<file path="config.mk">
export PLATFORM = sky130hd
export DESIGN_NAME = branch_cond_unit
export DESIGN_NICKNAME = d
export VERILOG_FILES = /design/src/rtl/bcu_pkg.sv /design/src/rtl/bcu_cond_sel.sv /design/src/rtl/branch_cond_unit.sv
export SDC_FILE = /design/constraint.sdc
export NUM_CORES = 1
export LEC_CHECK = 0
export CAP_MARGIN = 20
export CELL_PAD_IN_SITES_DETAIL_PLACEMENT = 1
export CELL_PAD_IN_SITES_GLOBAL_PLACEMENT = 1
export CORE_MARGIN = 1.5
export CORE_UTILIZATION = 22
export DETAILED_ROUTE_END_ITERATION = 10
export PLACE_DENSITY = 0.84
export SLEW_MARGIN = 20
export SYNTH_ARGS = -nofsm -noshare
export SYNTH_HDL_FRONTEND = slang
export SYNTH_SLANG_ARGS = --single-unit
</file>
<file path="constraint.sdc">
create_clock -name clk -period 2.5 [get_ports clk]
set_clock_uncertainty 0.05 [all_clocks]
set_input_delay 0.5 -clock clk [delete_from_list [all_inputs] [get_ports clk]]
set_output_delay 0.5 -clock clk [all_outputs]
set_load 0.005 [all_outputs]
</file>
<file path="src/rtl/bcu_pkg.sv">
// Shared constants and FSM state type for the branch-condition unit.
package bcu_pkg;

    localparam int COND_NEVER     = 0;
    localparam int COND_ALWAYS    = 1;
    localparam int COND_FLAG_BASE = 2;

    typedef enum logic {
        BCU_EMPTY = 1'b0,
        BCU_FULL  = 1'b1
    } bcu_state_e;

endpackage

</file>
<file path="src/rtl/bcu_cond_sel.sv">
// Combinational condition decode: never / always / effective-flag lookup.
// Codes at or above NUM_COND are illegal and always produce a not-taken result.
module bcu_cond_sel
    import bcu_pkg::*;
#(
    parameter int NUM_COND = 8,
    parameter int SEL_W    = 8,
    localparam int NUM_FLAGS = NUM_COND - COND_FLAG_BASE
) (
    input  logic [NUM_FLAGS-1:0] eff_flags,
    input  logic [SEL_W-1:0]     sel,
    input  logic                 inv,
    output logic                 result,
    output logic                 illegal
);

    // Widen sel so the range check never truncates either operand.
    localparam int CMP_W = (SEL_W > 32) ? SEL_W : 32;

    logic [CMP_W-1:0] sel_ext;
    logic             cond;

    assign sel_ext = CMP_W'(sel);

    always_comb begin
        cond    = 1'b0;
        illegal = 1'b0;
        if (sel_ext >= CMP_W'(NUM_COND)) begin
            illegal = 1'b1;
        end else if (sel_ext == CMP_W'(COND_NEVER)) begin
            cond = 1'b0;
        end else if (sel_ext == CMP_W'(COND_ALWAYS)) begin
            cond = 1'b1;
        end else begin
            for (int i = 0; i < NUM_FLAGS; i++) begin
                if (sel_ext == CMP_W'(i + COND_FLAG_BASE)) begin
                    cond = eff_flags[i];
                end
            end
        end
        result = illegal ? 1'b0 : (cond ^ inv);
    end

endmodule

</file>
<file path="src/rtl/branch_cond_unit.sv">
// Branch-condition unit: ALU flag register, condition decode and a one-entry response stage.
// Optional consumed-response statistics counters are enabled with `define BCU_STATS_EN.
module branch_cond_unit
    import bcu_pkg::*;
#(
    parameter int NUM_COND = 8,
    parameter int SEL_W    = 8,
    parameter int CNT_W    = 16,
    localparam int NUM_FLAGS = NUM_COND - 2
) (
    input  logic                 clk,
    input  logic                 rst_n,
    input  logic [NUM_FLAGS-1:0] flag_in,
    input  logic [NUM_FLAGS-1:0] flag_we,
    input  logic                 flush,
    input  logic                 req_valid,
    input  logic [SEL_W-1:0]     req_sel,
    input  logic                 req_inv,
    output logic                 req_ready,
    output logic                 rsp_valid,
    output logic                 rsp_taken,
    output logic                 rsp_illegal,
    input  logic                 rsp_ready,
    input  logic                 cnt_clr,
    output logic [CNT_W-1:0]     cnt_total,
    output logic [CNT_W-1:0]     cnt_taken
);

    logic [NUM_FLAGS-1:0] flag_q, flag_d;
    bcu_state_e           state_q, state_d;
    logic                 taken_q, taken_d;
    logic                 illegal_q, illegal_d;
    logic                 accept;
    logic                 consume;
    logic                 cond_result;
    logic                 cond_illegal;

    assign rsp_valid   = (state_q == BCU_FULL);
    assign rsp_taken   = taken_q;
    assign rsp_illegal = illegal_q;
    assign req_ready   = !flush && (!rsp_valid || rsp_ready);
    assign accept      = req_valid && req_ready;
    assign consume     = rsp_valid && rsp_ready;

    // The next flag value doubles as the bypassed view used by a same-cycle request.
    always_comb begin
        flag_d = (flag_we & flag_in) | (~flag_we & flag_q);
    end

    bcu_cond_sel #(
        .NUM_COND (NUM_COND),
        .SEL_W    (SEL_W)
    ) u_cond_sel (
        .eff_flags (flag_d),
        .sel       (req_sel),
        .inv       (req_inv),
        .result    (cond_result),
        .illegal   (cond_illegal)
    );

    always_comb begin
        state_d   = state_q;
        taken_d   = taken_q;
        illegal_d = illegal_q;
        case (state_q)
            BCU_EMPTY: if (accept) state_d = BCU_FULL;
            BCU_FULL:  if (rsp_ready && !accept) state_d = BCU_EMPTY;
            default:   state_d = BCU_EMPTY;
        endcase
        if (accept) begin
            taken_d   = cond_result;
            illegal_d = cond_illegal;
        end
        if (flush) begin
            state_d = BCU_EMPTY;
        end
    end

    always_ff @(posedge clk or negedge rst_n) begin
        if (!rst_n) begin
            flag_q    <= '0;
            state_q   <= BCU_EMPTY;
            taken_q   <= 1'b0;
            illegal_q <= 1'b0;
        end else begin
            flag_q    <= flag_d;
            state_q   <= state_d;
            taken_q   <= taken_d;
            illegal_q <= illegal_d;
        end
    end

`ifdef BCU_STATS_EN
    logic [CNT_W-1:0] cnt_total_q, cnt_total_d;
    logic [CNT_W-1:0] cnt_taken_q, cnt_taken_d;

    // Illegal responses are consumed but never counted; both counters saturate.
    always_comb begin
        cnt_total_d = cnt_total_q;
        cnt_taken_d = cnt_taken_q;
        if (cnt_clr) begin
            cnt_total_d = '0;
            cnt_taken_d = '0;
        end else if (consume && !illegal_q) begin
            if (cnt_total_q != {CNT_W{1'b1}}) cnt_total_d = cnt_total_q + CNT_W'(1);
            if (taken_q && (cnt_taken_q != {CNT_W{1'b1}})) cnt_taken_d = cnt_taken_q + CNT_W'(1);
        end
    end

    always_ff @(posedge clk or negedge rst_n) begin
        if (!rst_n) begin
            cnt_total_q <= '0;
            cnt_taken_q <= '0;
        end else begin
            cnt_total_q <= cnt_total_d;
            cnt_taken_q <= cnt_taken_d;
        end
    end

    assign cnt_total = cnt_total_q;
    assign cnt_taken = cnt_taken_q;
`else
    logic stats_unused;
    assign stats_unused = cnt_clr ^ consume;
    assign cnt_total    = '0;
    assign cnt_taken    = '0;
`endif

endmodule
</file>
==> After elaboration in Yosys (flattened, before gate mapping) <==
Index checks and enable logic that the tools add are counted.
{ "totals": {"regBits": 9, "inputBits": 27, "output_inout_bits": 36, "elab_cells": 41} }
{ "op_classes": {"order_cmp": 1, "eq_ne": 7, "muxes": 15, "bitwise_logic": 6, "reduce_logical": 8} }
{ "ops": {"columns": ["operator", "count"], "rows": [
  ["equality test 8 x 3 -> 1 bit (second input constant)", 4],
  ["logical NOT 32 bit", 1],
  ["equality test 8 x 2 -> 1 bit (second input constant)", 2],
  ["two-way mux 1 bit", 14],
  ["bitwise AND 6 bit", 2],
  ["equality test 8 x 1 -> 1 bit (second input constant)", 1],
  [">= comparator 8 x 4 -> 1 bit (second input constant)", 1],
  ["NOT 6 bit", 1],
  ["OR 6 bit", 1],
  ["logical AND 1 bit", 3],
  ["logical NOT 1 bit", 3],
  ["case mux 1 bit (2 select lines)", 1],
  ["logical OR 1 bit", 1],
  ["NOT 1 bit", 1],
  ["XOR 1 bit", 1]
]} }

==> Depth between registers and ports, before layout <==
{ "depth": {"depth_word": 14, "ltp_mapped": 6, "mapped_depth_nobuf": 6} }

==> Cells and area by module <==
A second synthesis with hierarchy kept.
{ "hier_totals": {"cells_unflattened": 68, "area_unflattened_um2": 690.7} }
{ "by_module_without_submodules": {"columns": ["mod", "n_inst", "cells_each", "area_each_um2", "seq_area_each_um2"], "rows": [
  ["branch_cond_unit", 1, 55, 596.8, 225.2],
  ["bcu_cond_sel", 1, 13, 93.8, 0.0]
]} }

==> Worst setup path before layout <==
OpenSTA, ideal clock, no wires.
{ "synth_path": {"path_type": "input to register", "start": "input port flag_we[4]", "end": "register taken_q, in the netlist rsp_taken", "setup_ps": 122, "t_arrival_ps": 1561, "required_time_ps": 2328, "setup_slack_ps": 767, "stages": 6, "path_buffers": 0, "cell_sequence": "mux2_4 nor3b_1 o31a_1 a2111oi_4 xnor2_1 o21ai_1"} }
{ "synth_between": {"elab_chain_cells": 10, "elab_cells_between_ends": 11, "cone_classes": "mux: 6; bitwise: 5"} }
{ "synth_rtl": {"columns": ["item", "line", "text"], "rows": [
  ["start, declared", "branch_cond_unit.sv:14", "input logic [NUM_FLAGS-1:0] flag_we,"],
  ["NOT 6 bit", "branch_cond_unit.sv:47", "flag_d = (flag_we & flag_in) | (~flag_we & flag_q);"],
  ["bitwise AND 6 bit", "branch_cond_unit.sv:47", null],
  ["OR 6 bit *", "branch_cond_unit.sv:47", null],
  ["two-way mux 1 bit * (2 in a row)", "bcu_cond_sel.sv:36", "if (sel_ext == CMP_W'(i + COND_FLAG_BASE)) begin"],
  ["two-way mux 1 bit *", "bcu_cond_sel.sv:32", "end else if (sel_ext == CMP_W'(COND_ALWAYS)) begin"],
  ["two-way mux 1 bit *", "bcu_cond_sel.sv:30", "end else if (sel_ext == CMP_W'(COND_NEVER)) begin"],
  ["two-way mux 1 bit *", "bcu_cond_sel.sv:28", "if (sel_ext >= CMP_W'(NUM_COND)) begin"],
  ["XOR 1 bit *", "bcu_cond_sel.sv:41", "result = illegal ? 1'b0 : (cond ^ inv);"],
  ["two-way mux 1 bit *", "bcu_cond_sel.sv:41", null],
  ["end signal, assigned", "branch_cond_unit.sv:88", "taken_q <= taken_d;"],
  ["end, declared", "branch_cond_unit.sv:31", "logic taken_q, taken_d;"]
]} }
Every way passes the cells marked *; elsewhere a longest branch is shown, timed or not.
A chain may end at the register's enable or synchronous reset.

==> Final worst setup path <==
{ "layout_path": {"start": "input port rsp_ready", "end": "output port req_ready"} }
{ "layout_between": {"elab_chain_cells": 2} }
{ "layout_rtl": {"columns": ["item", "line", "text"], "rows": [
  ["start, declared", "branch_cond_unit.sv:23", "input logic rsp_ready,"],
  ["logical OR 1 bit", "branch_cond_unit.sv:41", "assign req_ready = !flush && (!rsp_valid || rsp_ready);"],
  ["logical AND 1 bit", "branch_cond_unit.sv:41", null],
  ["end, declared", "branch_cond_unit.sv:19", "output logic req_ready,"]
]} }
No other way between the ends.

==> flow_summary.json <==
{
  "status": "completed",
  "drive_gt1_share_pct": 8.738,
  "postSynthAreaPerCell_um2": 9.622,
  "htreeDepth": 1,
  "crit_path_cell_trace": "clkdlybuf4s50_1 -> nor2b_1 -> nor2_1 -> clkdlybuf4s50_1",
  "drt_first_pass_iters": 2,
  "place_inst": 132,
  "grt_overflow": 0,
  "cts_inserted_buffers": 3,
  "rsz0062_at_grt": "no",
  "grt_pass1_wl_um": 1973,
  "max_freq_mhz": 438.1,
  "nets": 131,
  "die_w_um": 58.73,
  "die-height_um": 58.73,
  "ant_nets": 0,
  "drtIter0Drc": 2,
  "insertion_delay_ns": 0.25,
  "drc": 0,
  "coreArea_um2": 3003,
  "gr-usage-all-layers_pct": 7.783,
  "cts-resized-gates": 0,
  "syn_area_um2": 683.2,
  "layout_commonest_cell": "conb_1",
  "grt_pass1_vias": 479,
  "crit_top_cell": "clkdlybuf4s50_1",
  "cts.sinks": 9,
  "rows": 20,
  "dpl.hpwl_um": 1162,
  "synth_cell_types": 20,
  "final_cell_mix": "conb_1, clkdlybuf4s50_1, dfrtp_1",
  "pwr_density_cell_nw_per_um2": 397.6,
  "setup-violations-final": 0,
  "diodes": 0,
  "place.gp.congestion": 0.6783,
  "grt_start_max_net_pins": 10,
  "peakVddDrop_uv": 111.0,
  "path_clk_slew_ns": 0.06,
  "die_area_um2": 3449,
  "synthToLayoutAreaGrowth_pct": 34.25,
  "clk_path_buf_depth": 2,
  "hold_path.class": "reg2reg",
  "cp.required_ns": 1.95,
  "end_kind": "output pin",
  "finalNonFillerCells": 136,
  "arrival_ns": 1.73,
  "ys_seq_area_share_pct": 32.97,
  "slowest_stage": "clkdlybuf4s50_1",
  "num_io_pins": 63,
  "wirelength_um": 1339,
  "drt-wirelength-per-cell_um": 9.846,
  "port-buffer-count": 29,
  "critPathMaxStageDelay_ns": 0.55,
  "period_needed_ns": 2.282,
  "finalHoldViolCount": 0,
  "setup_tns_ns": 0,
  "cts_tree": "done",
  "crit_type": "in2out",
  "finalCritPeriodShare_pct": 91.30,
  "fill_cells": 371,
  "place_area_um2": 890.9,
  "worstPathMaxFanout": 3,
  "cts-root-buf": "clkbuf_4",
  "synth_cells": 71,
  "cts_setup_buffers": 0,
  "vias": 484,
  "slew_viol_final": 0,
  "p_leak_nw": 0.4106,
  "start_util_pct": 22.75,
  "cp-start-kind": "input port",
  "synth-warning-count": 0,
  "via_per_inst": 3.559,
  "holdBufCountCts": 0,
  "synth-seq-cells": 9,
  "antenna_found_initial": 0,
  "drv_cap": 0,
  "final_area_um2": 917.1
}
[cell families (layout without fill, tap and decap cells)]
| logic type | Yosys count | in the layout | synth area share, % |
|---|---|---|---|
| flops | 9 | 9 | 32.97 |
| other cells | 1 | 32 | 0.5489 |
| compound gates | 6 | 6 | 8.607 |
| buf+inv | 33 | 34 | 35.71 |
| simple gates | 15 | 15 | 10.44 |
| xor+xnor | 1 | 1 | 1.282 |
| mux | 6 | 6 | 10.44 |
[per-layer routing]
| metal | vias to the layer above | GRT usage [%] | wire [um] |
|---|---|---|---|
| met5 | - | 0 | 0 |
| met4 | 0 | 3.896 | 0 |
| met3 | 0 | 2.418 | 178 |
| met2 | 40 | 13.97 | 654 |
| met1 | 212 | 8.097 | 505 |
| li1 | 232 | - | - |
[synth_stat cells]
library cell,count,area (um^2)
a21oi_1,1,5.000
nand2_1,4,15.01
mux2_1,1,11.26
xnor2_1,1,8.760
nor2_1,5,18.77
nor2b_1,1,6.260
nand4_1,1,6.260
mux2_2,4,45.04
inv_1,1,3.750
dfrtp_1,9,225.2
o21ai_0,1,5.000
nor3b_1,2,15.01
mux2_4,1,15.01
nor3_1,2,10.01
o21ai_1,1,5.000
buf_4,32,240.2
o31a_1,1,8.760
conb_1,1,3.750
a21boi_0,1,7.510
a2111oi_4,1,27.53
[worst max-delay path: cells and delay by family]
family                 cells  cell delay, ns
buffers and inverters      2            1.00
AND/OR/NAND/NOR            2            0.23
[state kept, by name, indices dropped and copies added (netlist names)]
register     count
flag_q           6
rsp_illegal      1
rsp_taken        1
rsp_valid        1
[power breakdown]
group          total (W)  switching, W  internal, W  leakage [nW]
logic          0.0000925     0.0000380    0.0000544         0.290
clock network   0.000112     0.0000507    0.0000615        0.0150
registers       0.000160    0.00000316     0.000157         0.106
total           0.000365     0.0000919     0.000273         0.411
[metrics by stage]
step | worst slack, ns | total power (W) | hold slack (ns) | utilization [%]
floorplan | 0.7672 | 0.0002352 | 0.1544 | -
CTS | 0.2064 | 0.0003719 | 0.4508 | 30.54
global route | 0.1616 | 0.0003913 | 0.4651 | 30.54
finish | 0.2176 | 0.0003647 | 0.4490 | 30.54
global placement | 0.2449 | 0.0002519 | 0.4301 | 29.67
detailed placement | 0.2089 | 0.0002555 | 0.4357 | 29.67
[area by class of cell]
cell class                 instances  area, um^2  area share, %
tap                               33       41.29          4.502
inverter                           1       3.754         0.4093
multi-input combinational         60       330.3          36.02
sequential                         9       225.2          24.56
clock buffer                       4       26.28          2.865
timing repair buffer              29       290.3          31.65
[path summary, 6_finish.rpt]
| kind | from | end | slack, ns | depth (start not counted) |
|---|---|---|---|---|
| max | rsp_ready | req_ready | 0.22 | 4 |
| max reg2reg | flag_q[4]$_DFF_PN0_ | rsp_taken$_DFFE_PN0P_ | 0.93 | 6 |
| min in group asynchronous | rst_n | flag_q[3]$_DFF_PN0_ | 0.50 | 1 |
| max in group asynchronous | rst_n | rsp_illegal$_DFFE_PN0P_ | 1.59 | 1 |
| min | flag_q[1]$_DFF_PN0_ | flag_q[1]$_DFF_PN0_ | 0.45 | 1 |
| min reg2reg | flag_q[1]$_DFF_PN0_ | flag_q[1]$_DFF_PN0_ | 0.45 | 1 |
Note: power is estimated with default switching activity, not from simulation.
